`config.mk`:
```
export PLATFORM = sky130hd
export DESIGN_NAME = fib_sequencer
export DESIGN_NICKNAME = d
export VERILOG_FILES = /design/src/rtl/fib_sequencer.sv
export SDC_FILE = /design/constraint.sdc
export NUM_CORES = 1
export LEC_CHECK = 0
export CAP_MARGIN = 10
export CORE_AREA = 3 3 91 58
export DETAILED_ROUTE_END_ITERATION = 16
export DIE_AREA = 0 0 94 61
export HOLD_SLACK_MARGIN = 0.1
export PLACE_DENSITY_LB_ADDON = 0.15
export RECOVER_POWER = 25
export SLEW_MARGIN = 25
export SYNTH_ARGS = -nofsm -noshare
export SYNTH_HDL_FRONTEND = slang
export SYNTH_SLANG_ARGS = --single-unit
```
`constraint.sdc`:
```
create_clock -name i_Clock -period 3.7 [get_ports i_Clock]
set_input_delay 0.555 -clock i_Clock [delete_from_list [all_inputs] [get_ports i_Clock]]
set_output_delay 0.555 -clock i_Clock [all_outputs]
set_load 0.05 [all_outputs]
```
`src/rtl/fib_sequencer.sv`:
```
// Purpose: round-robin arbiter and sequencer for a shared iterative Fibonacci datapath (A/B add-and-shift).
// Latency: o_Valid arrives n+2 cycles after the cycle a request is sampled; one request occupies n+3 cycles.
// Backpressure: level requests are held until their result; a losing request waits indefinitely, no timeout.

// Shared A/B datapath: each step computes A <= B, B <= A+B and tracks overflow of the true values.
module fib_datapath #(
  parameter int WIDTH = 8
) (
  input  logic             i_Clock,
  input  logic             i_Reset,
  input  logic             load,
  input  logic             step,
  output logic [WIDTH-1:0] a_dat,
  output logic [WIDTH-1:0] b_dat,
  output logic             a_ovf,
  output logic             b_ovf
);

  // One extra bit captures the carry-out of the truncated add.
  logic [WIDTH:0] sum;

  assign sum = {1'b0, a_dat} + {1'b0, b_dat};

  // Load seeds F(0)/F(1); step advances one term. The overflow flags are sticky
  // because the true sequence is monotonic: once a term exceeds 2^WIDTH, all later ones do.
  always_ff @(posedge i_Clock) begin
    if (i_Reset || load) begin
      a_dat <= '0;
      b_dat <= WIDTH'(1);
      a_ovf <= 1'b0;
      b_ovf <= 1'b0;
    end else if (step) begin
      a_dat <= b_dat;
      b_dat <= sum[WIDTH-1:0];
      a_ovf <= b_ovf;
      b_ovf <= a_ovf | b_ovf | sum[WIDTH];
    end
  end

endmodule

module fib_sequencer #(
  parameter int WIDTH = 8
) (
  input  logic             i_Clock,
  input  logic             i_Reset,
  input  logic             i_Req0,
  input  logic [4:0]       i_Index0,
  input  logic             i_Req1,
  input  logic [4:0]       i_Index1,
  output logic             o_Busy,
  output logic             o_Valid,
  output logic             o_Owner,
  output logic [WIDTH-1:0] o_Value,
  output logic             o_Overflow
);

  typedef enum logic [1:0] {
    S_IDLE = 2'd0,
    S_RUN  = 2'd1,
    S_DONE = 2'd2
  } state_t;

  state_t          state;
  state_t          state_nxt;

  // Round-robin pointer: names the requester that wins when both are asking.
  logic            rr_ptr;
  logic [4:0]      count;

  // Control decoded from the FSM for the current cycle.
  logic            grant;
  logic            winner;
  logic            step;
  logic            capture;

  logic [WIDTH-1:0] a_dat;
  logic [WIDTH-1:0] b_dat;
  logic             a_ovf;
  logic             b_ovf;

  fib_datapath #(
    .WIDTH (WIDTH)
  ) u_datapath (
    .i_Clock (i_Clock),
    .i_Reset (i_Reset),
    .load    (grant),
    .step    (step),
    .a_dat   (a_dat),
    .b_dat   (b_dat),
    .a_ovf   (a_ovf),
    .b_ovf   (b_ovf)
  );

  // Next-state, arbitration and status decode; all outputs defaulted first.
  always_comb begin
    state_nxt = state;
    grant     = 1'b0;
    winner    = 1'b0;
    step      = 1'b0;
    capture   = 1'b0;
    o_Busy    = 1'b0;
    o_Valid   = 1'b0;
    unique case (state)
      S_IDLE: begin
        if (i_Req0 || i_Req1) begin
          grant     = 1'b1;
          // A lone request wins outright; a tie goes to the pointer's requester.
          winner    = (i_Req0 && i_Req1) ? rr_ptr : i_Req1;
          state_nxt = S_RUN;
        end
      end
      S_RUN: begin
        o_Busy = 1'b1;
        if (count != 5'd0) begin
          step = 1'b1;
        end else begin
          capture   = 1'b1;
          state_nxt = S_DONE;
        end
      end
      S_DONE: begin
        o_Busy    = 1'b1;
        o_Valid   = 1'b1;
        state_nxt = S_IDLE;
      end
      default: begin
        state_nxt = S_IDLE;
      end
    endcase
  end

  // State register; reset discards any in-flight request.
  always_ff @(posedge i_Clock) begin
    if (i_Reset) begin
      state <= S_IDLE;
    end else begin
      state <= state_nxt;
    end
  end

  // Grant bookkeeping: pointer moves to the loser, owner and index are latched at grant.
  always_ff @(posedge i_Clock) begin
    if (i_Reset) begin
      rr_ptr  <= 1'b0;
      o_Owner <= 1'b0;
      count   <= 5'd0;
    end else if (grant) begin
      rr_ptr  <= ~winner;
      o_Owner <= winner;
      count   <= winner ? i_Index1 : i_Index0;
    end else if (step) begin
      count   <= count - 5'd1;
    end
  end

  // Result registers update on the edge entering DONE and hold until the next result.
  always_ff @(posedge i_Clock) begin
    if (i_Reset) begin
      o_Value    <= '0;
      o_Overflow <= 1'b0;
    end else if (capture) begin
      o_Value    <= a_dat;
      o_Overflow <= a_ovf;
    end
  end

endmodule

```
# ---- After elaboration in Yosys (flattened, before gate mapping)
# Cells that the tools add are included.
dict set report classes {
  addsub 2
  mul 0
  div 0
  magnitude_cmp 0
  n_eq_ne 4
  shifts 0
  mux 17
  bitwise 3
  reduce_logical 8
}
# cell count
set ops {}
lappend ops {{$mux 5} 3}
lappend ops {{$mux 1} 11}
lappend ops {{$add 8x8->9} 1}
lappend ops {{$reduce_bool 5->1} 1}
lappend ops {{$sub 5x1->5 const B} 1}
lappend ops {{$mux 2} 2}
lappend ops {{$ne 2x2->1 const B} 2}
lappend ops {{$pmux 2 s2} 1}
lappend ops {{$eq 2x1->1 const B} 1}
lappend ops {{$eq 2x2->1 const B} 1}
lappend ops {{$logic_not 2->1} 1}
lappend ops {{$logic_or 1x1->1} 2}
lappend ops {{$or 1x1->1} 2}
lappend ops {{$reduce_and 2->1} 1}
lappend ops {{$reduce_bool 2->1} 1}
lappend ops {{$reduce_or 2->1} 1}
lappend ops {{$logic_and 1x1->1} 1}
lappend ops {{$not 1->1} 1}
dict set report totals {
  reg_bits 36
  latchBits 0
  ramBits 0
  rom_bits 0
  input_bits 14
  wordCells 44
  n_memories 0
}

# ---- Logic depth before layout (Yosys ltp)
# Gate-level depths: netlist of the first run.
dict set report logic_depth {
  depth_word 6
  mapped_depth 8
}

# ---- By module
# Synthesis of the first run repeated with hierarchy kept, for this count alone.
dict set report unflattened {
  cells_unflattened 208
  area_unflattened_um2 1859.3
}
# mod instances cells_each area_per_inst_um2
set by_module_without_submodules {}
lappend by_module_without_submodules {fib_datapath 1 110 982.2}
lappend by_module_without_submodules {fib_sequencer 1 98 877.1}

# ---- Worst setup path before layout of the first run
# Ideal clock, no wire load.
dict set report synth_timing {
  path_kind {reg2reg}
  from {register u_datapath.a_dat[0]}
  to {register u_datapath.b_dat[6]}
  setup_time_ps 62
  arrival_ps 1776
  slack_ps 1863
  path_stages_with_launch 9
  period_less_slack_ps 1837
  path_cell_list {dfxtp_1 ha_1 inv_1 fa_1 nor2b_1 o31a_1 o22ai_1 or4_1 nand3_1}
}
dict set report synth_via {
  elab_chain_cells 1
}
# item line_no
set synth_lines {}
lappend synth_lines {{start: declaration} 13} ;# output logic [WIDTH-1:0] a_dat,
lappend synth_lines {{start signal: assignment} 33} ;# a_dat <= b_dat;
lappend synth_lines {{$add 8x8->9} 22} ;# assign sum = {1'b0, a_dat} + {1'b0, b_dat};
lappend synth_lines {{end signal: assignment} 34} ;# b_dat <= sum[WIDTH-1:0];
lappend synth_lines {{end: declaration} 14} ;# output logic [WIDTH-1:0] b_dat,
# Every way passes these cells.
# A chain may end at the register's enable or synchronous reset.

# ---- Worst setup path in the final report of the first run
dict set report layout_timing {
  from {register count[0]}
  to {register count[1]}
}
dict set report layout_via {
  elab_chain_cells 4
}
# item line_no
set layout_lines {}
lappend layout_lines {{start: declaration} 69} ;# logic [4:0] count;
lappend layout_lines {{start signal: assignment} 151} ;# count <= winner ? i_Index1 : i_Index0;
lappend layout_lines {{start signal: assignment} 153} ;# count <= count - 5'd1;
lappend layout_lines {{branches (longest 4 deep; another with $sub 5x1->5)} -}
# Several ways; the timed one is not identified. The select of a mux whose other input is x is not followed.

==> results.cfg, run 1 <==
[outcome]
status = finished, final reports clean

[worst_setup_path]
crit_type = reg2reg
start_kind = flip-flop
slowest_delay_ps = 690
cp_slowest_cell = nand2b_1
worstPathMaxFanout = 21
cp-end-kind = flip-flop
crit_arrival_ps = 2760
required_ps = 3840
cp_cell_sequence = inv_1 > ha_1 > nor4b_1 > clkbuf_1 > nand2b_1 > nor2_1 > a211oi_1 > a311oi_1

[cts]
cts_tree = built
cts_setup_buffers = 0
clock-sinks = 36
cts_max_level = 2
cts_resized = 0
clock_tree.buffer_depth = 2
clkTransAtPathRegs_ps = 70
clock_latency_ps = 290
cts_hold_buf = 0
cts_root_buffer = clkbuf_8
cts_inserted_buffers = 5

[sta]
slew-limit-headroom_pct = 48.8
grt_setup_unrepaired = no
post-route-min-period_ps = 2620
finalHoldViolCount = 0
finalSetupViolCount = 0
fin_skew_ps = 5.89
finalCritPeriodShare_pct = 70.9
fmax_ghz = 0.381
tns_ps = 0
finalWorstSetupSlack_ps = 1080
drv_slew = 0
tightest_slew_ps = 768

[finish]
fin_nets = 268
n_antenna_cell = 0
stdcell_area_um2 = 2190
instances_no_fill = 305
drive_gt1_share_pct = 5.37
syn2layout_area_growth_pct = 22.1

[detailed_routing]
routed_via_density = 4.96
drc = 0
wl_um = 3920
dr.first_iter.drc_count = 46
vias = 1513
wl_per_cell_um = 12.8
first_pass_iters = 4
antenna_left = 0

[global_routing]
grt_pass1_vias = 1379
grt_use_total_pct = 15.5
grt_antenna_before_repair = 0
grt-ovfl-total = 0
grt_pass1_wl_um = 6760
grt_max_degree = 22

[power_and_ir_drop]
swShare_pct = 33.5
p_comb_share_pct = 28.2
power_frac_clock_pct = 31.8
p_sw_mw = 0.364
vdd_drop_max_mv = 0.352
p_int_mw = 0.722
seq_power_share_pct = 40.0
power_density_nw_per_um2 = 497
leakage_nw = 0.828

[floorplan]
die_y_um = 61
core_area_um2 = 4520
rows = 19
io_pins = 26
die_w_um = 94
die_area_um2 = 5730
initial_core_util_pct = 39.6

[place]
io_buffers = 25
pre_cts_slack_ps = 1430
dpl_cell_area_um2 = 2100
routabilityCongestion = 0.781
dp_cells = 297
hpwl_um = 2910

[yosys]
synthSimpleGateAreaFrac_pct = 22.5
synthXorXnorAreaFrac_pct = 2.87
synth-compound-area-share_pct = 18.8
synthAdderAreaFrac_pct = 9.50
syn_area_um2 = 1790
yosysMostFrequentCell = nand2_1
synth.distinct_cells = 40
yosys_warnings = 0
ys_seq_area_share_pct = 40.3
synth_top_family_by_area = simple AND/OR/NAND/NOR gates
yosysTopAreaCell = dfxtp_1
synth_edf_count = 0
synth_seq_cells = 36
synth_area_leaders = dfxtp_1 (40%), nand2_1 (8.8%), a21oi_1 (8.7%), ha_1 (8.4%), nand3_1 (3.1%)
syn_inst = 215
ys_async_sr_fraction_pct = 0
synthMuxAreaShare_pct = 1.12
synth_fp_nets = 242
yosysTopAreaCellShare_pct = 40.3
ys_top_cells_by_count = nand2_1 (42), dfxtp_1 (36), a21oi_1 (31), ha_1 (12)
ys.flop_type = dfxtp_1
postSynthAreaPerCell_um2 = 8.33

[worst_hold_path]
hold_class = reg2reg

[run]
cap_violations = 0
layout make-up:
class	instances	area [µm²]
inverters	9	33.8
clock inverters	2	35.0
multi-input cells	159	961
fillers	448	2330
flip-flops and latches	36	721
clock buffers	6	72.6
well taps	63	78.8
repair buffers	30	284
power by group through the flow:
stage	logic (mW)	clock network [mW]	registers (mW)
floorplan	0.240	0	0.448
global placement	0.316	0	0.449
detailed placement	0.319	0	0.447
CTS	0.321	0.352	0.439
global route	0.346	0.371	0.438
finish	0.306	0.345	0.434
layer usage:
layer	part of all wire (%)	routed length [µm]	vias to the layer above	track usage, %
li1	-	-	798	-
met1	57	2240	680	22.5
met2	37	1450	24	20.8
met3	3.9	153	11	5.20
met4	1.8	72	0	6.38
met5	0	0	-	0
worst paths after layout:
check        slack, ps  cells past startpoint  startpoint    endpoint
max               1080                      8    count[0]    count[1]
min                450                      2  o_Value[7]  o_Value[7]
max reg2reg       1080                      8    count[0]    count[1]
min reg2reg        450                      2  o_Value[7]  o_Value[7]
registers in the layout (all words and copies together), names as in the netlist:
register and cells:
o_Owner 1, rr_ptr 1, o_Overflow 1, u_datapath.b_ovf 1, u_datapath.a_ovf 1, state 2
count 5, u_datapath.a_dat 8, u_datapath.b_dat 8, o_Value 8
per-stage QoR:
stage	hold slack, ps	total power, mW	utilization [%]
6_report	453	1.09	48.4
5_1_grt	481	1.15	48.4
4_1_cts	456	1.11	48.9
3_5_place_dp	446	0.766	46.5
3_3_place_gp	445	0.765	46.5
2_1_floorplan	445	0.688	-
layout by cell type, fill, tap and decap left out, types with 4 or more instances in the layout:
cell              n
a211oi_1          7
a21oi_1          31
buf_4             4
clkbuf_8          5
clkdlybuf4s50_1  25
dfxtp_1          36
ha_1             12
inv_1             9
nand2_1          42
nand2b_1          4
nand3_1          11
nor2_1           11
nor2b_1           4
nor3_1            4
critical path, delay by kind of cell, from the launching register on:
kind / cells / cell delay, ps
and+or+nand+nor: 3 / 1010
buffers and inverters: 2 / 610
AOI/OAI and AO/OA: 2 / 340
DFF: 1 / 310
adders and majority gates: 1 / 190
cells by family (layout without fill, tap and decap cells):
logic type               Yosys count  in the layout
adder cells (fa/ha/maj)           13             13
flip-flops                        36             36
buffers and inverters             20             47
AO/OA/AOI/OAI                     55             55
multiplexers                       2              2
AND/OR/NAND/NOR                   84             84
XOR/XNOR                           5              5
No activity file was read; power rests on OpenSTA's default activity.
==> run 2, diff against run 1 <==
==> constraint.sdc (replaced) <==
create_clock -name i_Clock -period 2.3 [get_ports i_Clock]
set_input_delay 0.345 -clock i_Clock [delete_from_list [all_inputs] [get_ports i_Clock]]
set_output_delay 0.345 -clock i_Clock [all_outputs]
set_load 0.05 [all_outputs]
==> run 2 against run 1 <==
Compared with the run above:
- clock power up 42%
- die area unchanged
- largest power group unchanged
- sequential share of layout area shrank 0.52 points
- count of clock-buffer cells in the layout up 1
- sequential power grew 62%
- final cell count increased by 0.98%
- total power is 61% higher
- worst setup slack lost 900 ps
- hold slack better by 0.94 ps
- critical path type is now reg2out
- global-route usage rose by 0.60 points
==> results.cfg, run 2 (same netlist as run 1, synthesis figures left out) <==
[cts]
clkTransAtPathRegs_ps = 70
cts_hold_buf = 0
cts_setup_buffers = 0
clock_latency_ps = 290
cts_root_buffer = clkbuf_8
cts_resized = 0
cts_max_level = 2
clock_tree.buffer_depth = 2
cts_inserted_buffers = 5
clock-sinks = 36
cts_tree = built

[floorplan]
rows = 19
io_pins = 26
die_w_um = 94
die_y_um = 61
core_area_um2 = 4520
initial_core_util_pct = 39.6
die_area_um2 = 5730

[worst_setup_path]
crit_arrival_ps = 1780
rr_worst_depth = 8
cp_slowest_cell = clkdlybuf4s50_1
worstPathMaxFanout = 3
ff2ff_setup_slack_ps = 300
cp_cell_sequence = inv_1 > ha_1 > clkdlybuf4s50_1
crit_cells = 3
required_ps = 1960
crit_type = reg2out
critical_path.top_delay_family = buffers and inverters
cp-end-kind = output port
critPathBufInv = 2
start_kind = flip-flop
slowest_delay_ps = 790

[power_and_ir_drop]
vdd_drop_max_mv = 0.476
power_density_nw_per_um2 = 786
leakage_nw = 0.859

[global_routing]
grt_pass1_wl_um = 6970
grt-ovfl-total = 0
grt_antenna_before_repair = 0
grt_max_degree = 19
grt_use_total_pct = 16.1
grt_pass1_vias = 1464

[finish]
syn2layout_area_growth_pct = 24.0
drive_gt1_share_pct = 7.76
stdcell_area_um2 = 2220
layout_commonest_cell = nand2_1
n_antenna_cell = 0
biggestRegsByFlops = o_Value x8, u_datapath.a_dat x8, u_datapath.b_dat x8
final_cell_mix = nand2_1 (42), dfxtp_1 (36), a21oi_1 (31)
fin_nets = 272

[sta]
post-route-min-period_ps = 2120
finalHoldViolCount = 0
finalSetupViolCount = 0
grt_setup_unrepaired = no
fin_skew_ps = 3.13
finalCritPeriodShare_pct = 92.2
tightest_slew_ps = 755
drv_slew = 0
slew-limit-headroom_pct = 49.4
fmax_ghz = 0.472
hold_ws_ps = 454
tns_ps = 0

[outcome]
status = finished, final reports clean

[detailed_routing]
wl_per_cell_um = 13.1
wl_um = 4040
vias = 1530
antenna_left = 0
routed_via_density = 4.97
first_pass_iters = 4
dr.first_iter.drc_count = 75
drc = 0

[place]
hpwl_um = 3080
io_buffers = 25
routabilityCongestion = 0.753
dpl_cell_area_um2 = 2130

[worst_hold_path]
min_path_cells = 2
hold_class = reg2reg

[run]
cap_violations = 0
[run 2: worst reg2reg max path, stage by stage (launching register included)]
cell and delay, ps:
dfxtp_1 350, ha_1 190, inv_1 60, fa_1 370
nor2b_1 210, o31a_1 180, o22ai_1 110, or4_1 400
nand3_1 80
[run 2: where the power goes]
group / switching (mW) / total (mW) / leakage [nW] / internal, mW
logic: 0.337 / 0.551 / 0.517 / 0.215
clock network: 0.222 / 0.489 / 0.0503 / 0.267
registers: 0.0377 / 0.705 / 0.292 / 0.667
total: 0.597 / 1.75 / 0.859 / 1.15
[run 2: final cells by class]
type	count	area [µm²]
Tap cell	63	78.8
Clock buffer	7	96.3
Multi-Input combinational cell	159	976
Fill cell	439	2300
Timing Repair Buffer	34	315
Inverter	9	33.8
Sequential cell	36	721
[run 2: metal layers]
metal	share of wire [%]	vias up	track usage (%)
met5	0	-	0
met4	0.84	0	5.56
met3	4.9	5	4.46
met2	37	36	22.8
met1	57	680	23.4
li1	-	809	-
[run 2: metrics by stage]
| stage | setup WS (ps) | util [%] | std cells | power, mW |
|---|---|---|---|---|
| 3_5_place_dp | 335 | 47.2 | 301 | 1.28 |
| 6_report | 179 | 49.2 | 308 | 1.75 |
| 4_1_cts | 158 | 49.3 | 308 | 1.77 |
| 3_3_place_gp | 355 | 47.2 | 301 | 1.28 |
| 5_1_grt | 88.7 | 49.2 | 308 | 1.87 |
| 2_1_floorplan | 463 | - | 215 | 1.11 |
[run 2: worst paths after layout]
check	start	end
max	state[0]	o_Busy
min	o_Value[7]	o_Value[7]
max reg2reg	u_datapath.a_dat[0]	u_datapath.b_dat[6]
min reg2reg	o_Value[7]	o_Value[7]
==> run 3, diff against run 2 <==
--- a/config.mk
+++ b/config.mk
@@ -12,7 +12,7 @@
 export HOLD_SLACK_MARGIN = 0.1
 export PLACE_DENSITY_LB_ADDON = 0.15
 export RECOVER_POWER = 25
-export SLEW_MARGIN = 25
+export SLEW_MARGIN = 20
 export SYNTH_ARGS = -nofsm -noshare
 export SYNTH_HDL_FRONTEND = slang
 export SYNTH_SLANG_ARGS = --single-unit
==> results of run 3 <==
Same layout as run 2: the final DEF is identical, and so are final timing and power.
